`config.mk`:
```
export PLATFORM = sky130hd
export DESIGN_NAME = multicycle_controller
export DESIGN_NICKNAME = d
export VERILOG_FILES = /design/src/rtl/multicycle_controller.sv
export SDC_FILE = /design/constraint.sdc
export NUM_CORES = 1
export LEC_CHECK = 0
export CAP_MARGIN = 20
export CELL_PAD_IN_SITES_DETAIL_PLACEMENT = 0
export CELL_PAD_IN_SITES_GLOBAL_PLACEMENT = 1
export CORE_MARGIN = 2
export CORE_UTILIZATION = 36
export CTS_CLUSTER_SIZE = 24
export DETAILED_ROUTE_END_ITERATION = 10
export PLACE_DENSITY_LB_ADDON = 0.08
export SETUP_SLACK_MARGIN = 0.1
export SYNTH_ARGS = -nofsm -noshare
export SYNTH_HDL_FRONTEND = slang
export SYNTH_SLANG_ARGS = --single-unit
```
`constraint.sdc`:
```
create_clock -name clk -period 2.4 [get_ports clk]
set_input_delay 0.24 -clock clk [delete_from_list [all_inputs] [get_ports clk]]
set_output_delay 0.24 -clock clk [all_outputs]
set_load 0.05 [all_outputs]
```
`src/rtl/multicycle_controller.sv`:
```
// ---------------------------------------------------------------------------
// multicycle_controller
//
// Multi-cycle control unit for an RV32I core. Decodes the opcode held in the
// instruction register into the datapath control set and walks each
// instruction through FETCH -> DECODE -> EXECUTE -> (MEM) -> WRITEBACK.
// Illegal opcodes and memory accesses that never complete park the FSM in a
// terminal TRAP state until reset.
//
// Optional feature macro: CTRL_MULDIV_EN
//   Defined   : R-type with Funct7 = 7'b0000001 detours EXECUTE -> MULDIV and
//               waits (without timeout) for muldiv_done before WRITEBACK.
//   Undefined : no MULDIV state; Funct7 and muldiv_done are ignored.
//
// Ports
//   clk, rst_n          clock (rising edge), async active-low reset
//   Opcode, Funct7      fields of the instruction held in IR
//   stall_i             freeze FSM, flags and counters (ignored in TRAP)
//   imem_ready          instruction memory data valid this cycle
//   dmem_ready          data memory access complete this cycle
//   muldiv_done         multi-cycle MUL/DIV result valid
//   imem_req, dmem_req  memory requests (held for the whole FETCH / MEM)
//   IRWrite, PCWrite,
//   RegWrite            single-cycle strobes
//   ALUSrc ... Con_LUI,
//   ALUOp               registered decode flags, stable EXECUTE..next DECODE
//   MemRead, MemWrite   MEM-phase access type
//   trap                sticky fault indication
//   retired_cnt         completed-instruction counter (wraps)
//   o_dbg_state         current FSM state encoding
//
// Handshake: a request (imem_req / dmem_req) stays high every cycle of its
// state; the access completes in the first unstalled cycle in which the
// matching ready is sampled high, and the FSM leaves the state on that edge.
// Ready is ignored while stalled and outside the requesting state.
// ---------------------------------------------------------------------------
module multicycle_controller #(
    parameter int OPCODE_W    = 7,
    parameter int MEM_TIMEOUT = 16,
    parameter int CNT_W       = 32
) (
    input  logic                clk,
    input  logic                rst_n,
    input  logic [OPCODE_W-1:0] Opcode,
    input  logic [6:0]          Funct7,
    input  logic                stall_i,
    input  logic                imem_ready,
    input  logic                dmem_ready,
    input  logic                muldiv_done,
    output logic                imem_req,
    output logic                dmem_req,
    output logic                IRWrite,
    output logic                PCWrite,
    output logic                ALUSrc,
    output logic                MemtoReg,
    output logic                RegtoMem,
    output logic                Branch,
    output logic                Con_Jalr,
    output logic                Con_Jal,
    output logic                Mem,
    output logic                OpI,
    output logic                Con_AUIPC,
    output logic                Con_LUI,
    output logic [1:0]          ALUOp,
    output logic                MemRead,
    output logic                MemWrite,
    output logic                RegWrite,
    output logic                trap,
    output logic [CNT_W-1:0]    retired_cnt,
    output logic [2:0]          o_dbg_state
);

    typedef enum logic [2:0] {
        S_FETCH     = 3'd0,
        S_DECODE    = 3'd1,
        S_EXECUTE   = 3'd2,
        S_MEM       = 3'd3,
        S_WRITEBACK = 3'd4,
`ifdef CTRL_MULDIV_EN
        S_MULDIV    = 3'd6,
`endif
        S_TRAP      = 3'd5
    } state_t;

    // Everything latched in DECODE and held until the next DECODE.
    typedef struct packed {
        logic       alusrc;
        logic       memtoreg;
        logic       regtomem;
        logic       branch;
        logic       jalr;
        logic       jal;
        logic       mem;
        logic       opi;
        logic       auipc;
        logic       lui;
        logic [1:0] aluop;
        logic       regwrite;
        logic       memread;
        logic       memwrite;
    } flags_t;

    localparam logic [OPCODE_W-1:0] OP_R     = OPCODE_W'(7'b0110011);
    localparam logic [OPCODE_W-1:0] OP_I     = OPCODE_W'(7'b0010011);
    localparam logic [OPCODE_W-1:0] OP_LW    = OPCODE_W'(7'b0000011);
    localparam logic [OPCODE_W-1:0] OP_SW    = OPCODE_W'(7'b0100011);
    localparam logic [OPCODE_W-1:0] OP_BR    = OPCODE_W'(7'b1100011);
    localparam logic [OPCODE_W-1:0] OP_JAL   = OPCODE_W'(7'b1101111);
    localparam logic [OPCODE_W-1:0] OP_JALR  = OPCODE_W'(7'b1100111);
    localparam logic [OPCODE_W-1:0] OP_LUI   = OPCODE_W'(7'b0110111);
    localparam logic [OPCODE_W-1:0] OP_AUIPC = OPCODE_W'(7'b0010111);

    // The wait counter holds 0 .. MEM_TIMEOUT-1; the last value is the
    // final cycle in which ready may still rescue the access.
    localparam int                TO_W  = (MEM_TIMEOUT > 2) ? $clog2(MEM_TIMEOUT) : 1;
    localparam logic [TO_W-1:0]   LIMIT = TO_W'(MEM_TIMEOUT - 1);

    state_t            r_state;
    state_t            w_next;
    logic [TO_W-1:0]   r_wait;
    logic [TO_W-1:0]   w_wait_next;
    flags_t            r_flags;
    flags_t            w_dec;
    logic              w_legal;
    logic [CNT_W-1:0]  r_retired;
    logic              w_irwrite;
    logic              w_pcwrite;
    logic              w_regwrite;
    logic              w_load_flags;
    logic              w_retire;
    logic              w_muldiv_op;

`ifdef CTRL_MULDIV_EN
    logic              r_muldiv;
    assign w_muldiv_op = (Opcode == OP_R) && (Funct7 == 7'b0000001);
`else
    logic              w_unused_ports;
    assign w_muldiv_op    = 1'b0;
    assign w_unused_ports = ^{Funct7, muldiv_done, w_muldiv_op};
`endif

    // ------------------------------------------------------------------
    // Opcode decoder (combinational, captured into r_flags in DECODE)
    // ------------------------------------------------------------------
    always_comb begin
        w_dec   = '0;
        w_legal = 1'b1;
        case (Opcode)
            OP_R: begin
                w_dec.aluop    = 2'b10;
                w_dec.regwrite = 1'b1;
            end
            OP_I: begin
                w_dec.alusrc   = 1'b1;
                w_dec.opi      = 1'b1;
                w_dec.regwrite = 1'b1;
            end
            OP_LW: begin
                w_dec.alusrc   = 1'b1;
                w_dec.memtoreg = 1'b1;
                w_dec.mem      = 1'b1;
                w_dec.memread  = 1'b1;
                w_dec.regwrite = 1'b1;
            end
            OP_SW: begin
                w_dec.alusrc   = 1'b1;
                w_dec.regtomem = 1'b1;
                w_dec.mem      = 1'b1;
                w_dec.memwrite = 1'b1;
            end
            OP_BR: begin
                w_dec.branch   = 1'b1;
                w_dec.aluop    = 2'b01;
            end
            OP_JAL: begin
                w_dec.jal      = 1'b1;
                w_dec.regwrite = 1'b1;
            end
            OP_JALR: begin
                w_dec.jalr     = 1'b1;
                w_dec.alusrc   = 1'b1;
                w_dec.regwrite = 1'b1;
            end
            OP_LUI: begin
                w_dec.lui      = 1'b1;
                w_dec.alusrc   = 1'b1;
                w_dec.regwrite = 1'b1;
            end
            OP_AUIPC: begin
                w_dec.auipc    = 1'b1;
                w_dec.alusrc   = 1'b1;
                w_dec.regwrite = 1'b1;
            end
            default: begin
                w_legal = 1'b0;
            end
        endcase
    end

    // ------------------------------------------------------------------
    // Next-state and strobe logic
    // ------------------------------------------------------------------
    always_comb begin
        w_next       = r_state;
        w_wait_next  = r_wait;
        w_irwrite    = 1'b0;
        w_pcwrite    = 1'b0;
        w_regwrite   = 1'b0;
        w_load_flags = 1'b0;
        w_retire     = 1'b0;

        if (r_state == S_TRAP) begin
            w_next = S_TRAP;
        end else if (!stall_i) begin
            case (r_state)
                S_FETCH: begin
                    if (imem_ready) begin
                        w_irwrite   = 1'b1;
                        w_next      = S_DECODE;
                        w_wait_next = '0;
                    end else if (r_wait == LIMIT) begin
                        w_next      = S_TRAP;
                        w_wait_next = '0;
                    end else begin
                        w_wait_next = r_wait + 1'b1;
                    end
                end
                S_DECODE: begin
                    w_load_flags = 1'b1;
                    w_next       = w_legal ? S_EXECUTE : S_TRAP;
                end
                S_EXECUTE: begin
`ifdef CTRL_MULDIV_EN
                    if (r_muldiv)
                        w_next = S_MULDIV;
                    else
`endif
                    if (r_flags.mem)
                        w_next = S_MEM;
                    else
                        w_next = S_WRITEBACK;
                end
                S_MEM: begin
                    if (dmem_ready) begin
                        w_next      = S_WRITEBACK;
                        w_wait_next = '0;
                    end else if (r_wait == LIMIT) begin
                        w_next      = S_TRAP;
                        w_wait_next = '0;
                    end else begin
                        w_wait_next = r_wait + 1'b1;
                    end
                end
`ifdef CTRL_MULDIV_EN
                S_MULDIV: begin
                    // Multiplier latency is data dependent: no timeout here.
                    if (muldiv_done)
                        w_next = S_WRITEBACK;
                end
`endif
                S_WRITEBACK: begin
                    w_pcwrite  = 1'b1;
                    w_regwrite = r_flags.regwrite;
                    w_retire   = 1'b1;
                    w_next     = S_FETCH;
                end
                default: begin
                    w_next = S_TRAP;
                end
            endcase
        end
    end

    // ------------------------------------------------------------------
    // State, flags and counters
    // ------------------------------------------------------------------
    always_ff @(posedge clk or negedge rst_n) begin
        if (!rst_n) begin
            r_state   <= S_FETCH;
            r_wait    <= '0;
            r_flags   <= '0;
            r_retired <= '0;
        end else begin
            r_state <= w_next;
            r_wait  <= w_wait_next;
            if (w_load_flags)
                r_flags <= w_legal ? w_dec : '0;
            if (w_retire)
                r_retired <= r_retired + 1'b1;
        end
    end

`ifdef CTRL_MULDIV_EN
    always_ff @(posedge clk or negedge rst_n) begin
        if (!rst_n)
            r_muldiv <= 1'b0;
        else if (w_load_flags)
            r_muldiv <= w_legal && w_muldiv_op;
    end
`endif

    // ------------------------------------------------------------------
    // Outputs. Requests and strobes are qualified with rst_n so nothing
    // is asserted while reset is held, even though the FSM already sits
    // in FETCH during reset.
    // ------------------------------------------------------------------
    assign imem_req    = rst_n && (r_state == S_FETCH);
    assign dmem_req    = rst_n && (r_state == S_MEM);
    assign MemRead     = dmem_req && r_flags.memread;
    assign MemWrite    = dmem_req && r_flags.memwrite;
    assign IRWrite     = rst_n && w_irwrite;
    assign PCWrite     = rst_n && w_pcwrite;
    assign RegWrite    = rst_n && w_regwrite;
    assign trap        = (r_state == S_TRAP);

    assign ALUSrc      = r_flags.alusrc;
    assign MemtoReg    = r_flags.memtoreg;
    assign RegtoMem    = r_flags.regtomem;
    assign Branch      = r_flags.branch;
    assign Con_Jalr    = r_flags.jalr;
    assign Con_Jal     = r_flags.jal;
    assign Mem         = r_flags.mem;
    assign OpI         = r_flags.opi;
    assign Con_AUIPC   = r_flags.auipc;
    assign Con_LUI     = r_flags.lui;
    assign ALUOp       = r_flags.aluop;

    assign retired_cnt = r_retired;
    assign o_dbg_state = r_state;

endmodule

```
==> run metrics <==
run status finished clean; DP Wirelength 4400 um; Inserted Clock Buffers 5; TNS Setup 0 ns; ANT cells 0; Synth area leaders dfrtp_1 50%, xnor2_1 8.1%, nand2_1 5.6%; Post-DRT Antenna Nets 0; Req. time, crit path 2.16 ns; routability cong. 0.821; Total GRT Usage 0.153; Post-Place Cells 421; CTS root buf clkbuf_8; first-pass GRT wire length 9600 um; post-cts resize count 0; I/O pin cnt 75; setup violators final 0; Final Core Density 0.524; Power Density 458 mW/mm^2; Final Max Tran Viols 0; leading cell types in the layout, fill and taps excluded 57 x clkdlybuf4s50_1, 51 x dfrtp_1, 39 x nand2_1; Worst setup SP type flip-flop; Total Nets Final 355; initial antenna violation count 0; Mapped Nets 280; vias in the first global route 2076; clk sinks 52; total number of yosys warnings 0; Area Growth Syn to Fin 38.8%; total gr overflow 0; Critical Path End Type output pin; leakage 1.59 nW; Peak VDD IR 0.000276 V; TritonCTS clock tree built; drt drc 0; R2R Path Start o_dbg_state[1]; Die ar. 0.00789 mm^2; clock tree buffer depth 2; post-synthesis sequential area ratio 0.502; Die Width 88.8 um; clock transition at the registers of the reported paths 0.09 ns; commonest non-fill, non-tap cell in the layout clkdlybuf4s50_1; syn_area_per_cell 10.0 um^2; top-area cell type share of the netlist area 0.502; top_reg_cell synth dfrtp_1; CP arrival 1.90 ns; layout cells sized above 1 0.105; fin crit period 2.14 ns; Placeable Area 0.00687 mm^2; Port Buffer Count 66; type of the most critical hold path primary input to async pin; H-tree Lvls 2; largest net degree at the start of global routing 45; Worst Path Max Fanout 14; die height 88.8 um; maximum clock frequency 467 MHz; ys async rst share 1.00; row cnt 30; Post CTS Setup Buffer Count 0; critical path class flip-flop to output pin; vias per inst 4.97; routed via count 2133; Mapped Cells 258; Tcrit/Tclk final 0.892; Iter 0 DRT Violations 94; Crit. Startpoint o_dbg_state[0]; Avg WL per Cell 13.5 um; Starting Density 0.377; Clock Latency Late Sink 0.30 ns; register bit total from synthesis 52; TritonRoute pass-1 iters 4; WL final 5800 um; Post-Layout Cell Count 429; Fin. Hold Viols 0; Filler cells 662; Max-Cap Viols 0; area leader, netlist dfrtp_1; worst relative slew slack 0.636; Final Skew 0.00580 ns; RSZ-0062 raised after global routing no; Post-synth EDFFs 0; post-synthesis cell area 0.00259 mm^2; Distinct cells, synth 43; Worst-Margin Slew 0.547 ns
==> path summary, 6_finish.rpt <==
path | slack, ns | cells past startpoint | end
hold / removal | 0.34 | 2 | o_dbg_state[1]
hold reg to reg | 0.47 | 1 | retired_cnt[31]
setup / recovery | 0.26 | 6 | RegWrite
setup reg to reg | 0.32 | 5 | retired_cnt[15]
min in group clk | 0.47 | 1 | retired_cnt[31]
max in group asynchronous | 1.25 | 3 | ALUOp[1]
==> through the flow <==
stage / worst slack (ns) / hold WS [ns] / instance area, um^2 / power [mW]
after floorplan: 0.0479 / -0.0556 / 2610 / 1.01
after global placement: 0.0250 / 0.129 / 3480 / 1.10
after detailed placement: 0.0108 / 0.127 / 3480 / 1.10
after global routing: 0.149 / 0.368 / 3600 / 1.73
after CTS: 0.240 / 0.344 / 3600 / 1.68
final: 0.258 / 0.335 / 3600 / 1.65
==> per-layer routing <==
metal | vias to the layer above | track usage | part of all wire
met1 | 1035 | 0.217 | 0.47
met3 | 4 | 0.0364 | 0.046
met2 | 48 | 0.239 | 0.48
li1 | 1046 | - | -
met4 | 0 | 0.0331 | 0.0060
met5 | - | 0 | 0
==> where the power goes <==
part           switching (mW)  leakage (nW)  total (mW)  internal, mW
Sequential             0.0197         0.705       0.913         0.894
Clock                   0.266        0.0513       0.572         0.306
Combinational           0.101         0.835       0.163        0.0622
Total                   0.387          1.59        1.65          1.26
==> critical path, stage by stage (launching register included) <==
cell,delay (ns)
dfrtp_1,0.39
buf_4,0.19
nor2_1,0.23
and3_1,0.24
and2_1,0.20
and3b_2,0.23
buf_12,0.14
==> repair_timing <==
item	4_1_cts	5_1_grt
hold buffers	1	0
hold endpoints to repair	8	0
setup endpoints to repair	0	0
==> cell usage after synthesis (5+ instances only) <==
| cell type | n |
|---|---|
| nand4_1 | 5 |
| and4_1 | 5 |
| and3_1 | 10 |
| o21ai_0 | 11 |
| inv_1 | 6 |
| xor2_1 | 6 |
| and2_1 | 7 |
| dfrtp_1 | 52 |
| o31ai_1 | 5 |
| nor2_1 | 13 |
| nand2_1 | 39 |
| clkbuf_1 | 5 |
| nand3_1 | 14 |
| nor2b_1 | 5 |
| xnor2_1 | 24 |
==> logic make-up after synthesis <==
group / share of synthesized area
buffers and inverters: 0.0266
muxes: 0.00386
xor gates and xnor gates: 0.108
adders and majority gates: 0.00966
DFF: 0.502
AOI/OAI and AO/OA: 0.0975
and+or+nand+nor: 0.253
==> final cells by class <==
cell class                 instances  area (um^2)  area share
clock buffer                       6         72.6      0.0202
inverter                           6         22.5     0.00626
tap                               96          120      0.0334
sequential                        52         1300       0.362
clock inverter                     1         30.0     0.00835
timing repair buffer              77          808       0.225
multi-input combinational        191         1240       0.345
==> flip-flops by register name, summed over array words and instances (netlist names) <==
signal,cells
RegtoMem,1
ALUOp,2
Con_Jal,1
Con_AUIPC,1
Con_LUI,1
MemtoReg,1
ALUSrc,1
r_flags,1
Con_Jalr,1
retired_cnt,32
Branch,1
r_wait,4
o_dbg_state,3
OpI,1
Mem,1
No activity file was read; power rests on OpenSTA's default activity.
==> edit 1 (same settings) <==
Build with the macro `CTRL_MULDIV_EN` defined.
--- a/src/rtl/multicycle_controller.sv
+++ b/src/rtl/multicycle_controller.sv
@@ -36,2 +36,4 @@
 // ---------------------------------------------------------------------------
+`define CTRL_MULDIV_EN
+
 module multicycle_controller #(
Check against the original RTL: not equivalent (Yosys sat finds a counterexample within 4 cycles, from zero or initial values and one cycle with rst_n low).
==> edit 1 against the unedited design <==
Via count grew 11%; hold slack worse by 0.0088 ns; sequential cell count is 1 higher; register-to-register slack improved by 0.08 ns; wire length rose by 14%; final area is 7.1% higher; area after synthesis grew 9.0%; setup slack improved by 0.025 ns; largest cell class is now multi-input gates; cell count is 9.1% higher.
Power is not compared: it rests on default switching activity, and its combinational part moved more than twofold at a synthesized area within 25%.
==> edit 1: results (changes against the unedited design) <==
worst reg2reg path startpoint=o_dbg_state[0] (was o_dbg_state[1]); GPL Wtd Cong=0.772 (was 0.821); result of the run=completed (unchanged); FF-to-FF setup slack=0.40 ns (was 0.32 ns); delay contributed by the slowest stage of the critical path=0.81 ns (was 0.39 ns); layout cells sized above 1=0.120 (was 0.105); synth top area cells=sky130_fd_sc_hd__dfrtp_1 47%, sky130_fd_sc_hd__xor2_1 5.6%, sky130_fd_sc_hd__nand2_1 5.2%, sky130_fd_sc_hd__xnor2_1 4.3%, sky130_fd_sc_hd__nor3_1 2.3% (was sky130_fd_sc_hd__dfrtp_1 50%, sky130_fd_sc_hd__xnor2_1 8.1%, sky130_fd_sc_hd__nand2_1 5.6%, sky130_fd_sc_hd__nand3_1 2.7%, sky130_fd_sc_hd__and3_1 2.4%); first-pass GRT wire length=11.1 mm (was 9.60 mm); placed wire-length estimate after detailed placement=4.87 mm (was 4.40 mm); detailed-route wire length=6.61 mm (was 5.80 mm); worst setup path endpoint=trap (was RegWrite); Filler Cells Inserted=735 (was 662); FF-to-FF path depth=4 (was 5); number of global-route vias before repair=2274 (was 2076); critical path data arrival time=1.88 ns (was 1.90 ns); PortBufs=74 (was 66); Crit Reg-Reg Endpoint=retired_cnt[31] (was retired_cnt[15]); count of unique library cells instantiated by Yosys=49 (was 43); setup skew after layout=0.00710 ns (was 0.00580 ns); Synthesized Nets=309 (was 280); delay-heaviest family, CP=buffers and inverters (was simple AND/OR/NAND/NOR gates); proportion of synthesized chip area in sequential cells=0.470 (was 0.502); Via-to-Cell Ratio=5.06 (was 4.97); Crit Path Max Fanout=18 (was 14); leading post-synthesis cells by instance count=53 x sky130_fd_sc_hd__dfrtp_1, 39 x sky130_fd_sc_hd__nand2_1, 18 x sky130_fd_sc_hd__xor2_1 (was 52 x sky130_fd_sc_hd__dfrtp_1, 39 x sky130_fd_sc_hd__nand2_1, 24 x sky130_fd_sc_hd__xnor2_1); violation count after the first detailed-route iteration=50 (was 94)
[edit 1: logic make-up after synthesis]
family	after synthesis	share of synthesized area
and+or+nand+nor	136	0.281
DFF	53	0.470
AOI/OAI and AO/OA	35	0.0882
xor gates and xnor gates	32	0.0992
buffers and inverters	27	0.0456
muxes	2	0.00709
adders and majority gates	2	0.00886
[edit 1: through the flow]
| stage | cell area, um^2 | power, uW | setup WS, ns | std cells | utilization |
|---|---|---|---|---|---|
| 2_1_floorplan | 2830 | 1670 | 0.103 | 287 | - |
| 3_3_place_gp | 3750 | 1990 | 0.140 | 459 | 0.490 |
| 3_5_place_dp | 3750 | 1990 | 0.0826 | 459 | 0.490 |
| 4_1_cts | 3850 | 2530 | 0.255 | 468 | 0.504 |
| 5_1_grt | 3850 | 2640 | 0.161 | 468 | 0.504 |
| 6_report | 3850 | 2490 | 0.283 | 468 | 0.504 |
[edit 1: worst register-to-register path, cell delays in order (launching register included)]
cell,delay (ns)
sky130_fd_sc_hd__dfrtp_2,0.41
sky130_fd_sc_hd__or4b_1,0.53
sky130_fd_sc_hd__or3_1,0.53
sky130_fd_sc_hd__nor4_2,0.31
sky130_fd_sc_hd__xor2_1,0.16
[edit 1: worst min path at each step]
stage	end	from	slack, ns	depth (start not counted)
2_1_floorplan	ALUOp[0]	rst_n	-0.06	0
3_3_place_gp	r_wait[0]	rst_n	0.1	1
3_5_place_dp	r_wait[0]	rst_n	0.11	1
4_1_cts	r_wait[0]	rst_n	0.33	2
5_1_grt	r_wait[0]	rst_n	0.35	2
6_report	r_wait[1]	rst_n	0.33	2
[edit 1: per-layer routing]
metal	vias up	track usage	routed length, um
met4	0	0.0336	34
met1	1142	0.217	3080
met5	-	0	0
li1	1170	-	-
met2	55	0.260	3160
met3	2	0.0366	340
[edit 1: cell type report]
type / count / share of cell area
flip-flops and latches: 53 / 0.345
repair buffers: 89 / 0.232
well taps: 102 / 0.0331
clock buffers: 7 / 0.0224
inverters: 9 / 0.00877
multi-input cells: 207 / 0.356
clock inverters: 1 / 0.00195
[edit 1: power by group]
| part | leakage (uW) | internal, uW | switching (uW) |
|---|---|---|---|
| logic | 0.000928 | 339 | 561 |
| clock network | 0.0000445 | 235 | 290 |
| registers | 0.000699 | 983 | 86.3 |
==> edit 2 (same flow settings) <==
Without the edit above. Register the output `retired_cnt` once more, without a reset; this adds one clock of latency there. The other outputs are not delayed to match.
--- a/src/rtl/multicycle_controller.sv
+++ b/src/rtl/multicycle_controller.sv
@@ -327,3 +327,5 @@
 
-    assign retired_cnt = r_retired;
+    always_ff @(posedge clk) begin
+        retired_cnt <= r_retired;
+    end
     assign o_dbg_state = r_state;
Behaviour: not the same (Yosys sat finds a counterexample within 10 cycles, from zero or initial values and one cycle with rst_n low).
==> edit 2 against the unedited design <==
Area after synthesis up 29%; cell count up 12%; sequential power up 69%; setup slack better by 0.0018 ns; wire length up 15%; non-clock buffer count down 3; sequential cell count up 32; total power up 74%; sequential share of layout area up 7.8 points; final area up 23%; largest cell class unchanged.
==> edit 2: results (changes against the unedited design) <==
synth top area cells=sky130_fd_sc_hd__dfrtp_1 39%, sky130_fd_sc_hd__dfxtp_1 19%, sky130_fd_sc_hd__xnor2_1 5.5%, sky130_fd_sc_hd__xor2_1 2.9%, sky130_fd_sc_hd__nand2_1 2.8% (was sky130_fd_sc_hd__dfrtp_1 50%, sky130_fd_sc_hd__xnor2_1 8.1%, sky130_fd_sc_hd__nand2_1 5.6%, sky130_fd_sc_hd__nand3_1 2.7%, sky130_fd_sc_hd__and3_1 2.4%); cell with the biggest individual delay on the critical path=sky130_fd_sc_hd__dfrtp_2 (was sky130_fd_sc_hd__dfrtp_1); global-route met3 utilization=0.0354 (was 0.0364); overall global routing resource usage=0.140 (was 0.153); Pre-Repair DR Iteration Count=6 (was 4); Global Route met2 Usage=0.219 (was 0.239); number of buffers inserted during clock tree synthesis=9 (was 5); Period minus WS final=2.14 ns (about the same); number of global-route vias before repair=2300 (was 2076); Async S/R FF share, synth=0.619 (was 1.00); synthesized-area fraction occupied by xor and xnor cells=0.0837 (was 0.108); Synth Area in Adders=0.00747 (was 0.00966); worst voltage drop across the vdd grid=0.329 mV (was 0.276 mV); area share of the largest cell type after synthesis=0.388 (was 0.502); proportion of synthesized chip area in sequential cells=0.580 (was 0.502); worst max-slew margin expressed relative to the limit=0.599 (was 0.636); violation count after the first detailed-route iteration=81 (was 94); met1 capacity usage during global routing=0.192 (was 0.217); leading post-synthesis cells by instance count=52 x sky130_fd_sc_hd__dfrtp_1, 32 x sky130_fd_sc_hd__dfxtp_1, 25 x sky130_fd_sc_hd__nand2_1 (was 52 x sky130_fd_sc_hd__dfrtp_1, 39 x sky130_fd_sc_hd__nand2_1, 24 x sky130_fd_sc_hd__xnor2_1); post-synthesis mux area share=0.00635 (was 0.00386); clock latency on the worst-skew pair=0.34 ns (was 0.30 ns); sequential share of power=0.535 (was 0.554); result of the run=completed (unchanged); wire length on met2=3.17 mm (was 2.79 mm); fraction of power consumed by the clock network=0.349 (was 0.347); area occupied by registers=0.00194 mm^2 (was 0.00130 mm^2); first-pass GRT wire length=11.1 mm (was 9.60 mm); sequential power=1540 uW (was 913 uW); Post-Synthesis Cells=290 (was 258); compound-gate portion of the synthesized area=0.0792 (was 0.0975); placed inst area=0.00420 mm^2 (was 0.00348 mm^2); Via-to-Cell Ratio=4.96 (was 4.97)
==> edit 2: changes by cell type after synthesis, moves of 4 or more <==
cell                      unedited run  this run
sky130_fd_sc_hd__dfxtp_1             0        32
sky130_fd_sc_hd__nand2_1            39        25
sky130_fd_sc_hd__nand4_1             5        13
sky130_fd_sc_hd__nor2_1             13         5
sky130_fd_sc_hd__and2_1              7        12
sky130_fd_sc_hd__nor3_1              2         7
sky130_fd_sc_hd__xor2_1              6        11
sky130_fd_sc_hd__a22o_1              0         4
sky130_fd_sc_hd__o41ai_1             4         0
==> edit 2: timing repair <==
item,in CTS,in global routing
setup endpoints to repair,1,3
hold buffers,1,0
setup buffers,0,0
hold endpoints to repair,5,0
resized for setup,1,1
==> edit 2: final cells by class <==
class,instances,share of cell area
sequential,84,0.441
tap,111,0.0315
inverter,6,0.00511
clock inverter,6,0.0162
clock buffer,10,0.0289
multi-input combinational,189,0.302
timing repair buffer,74,0.176
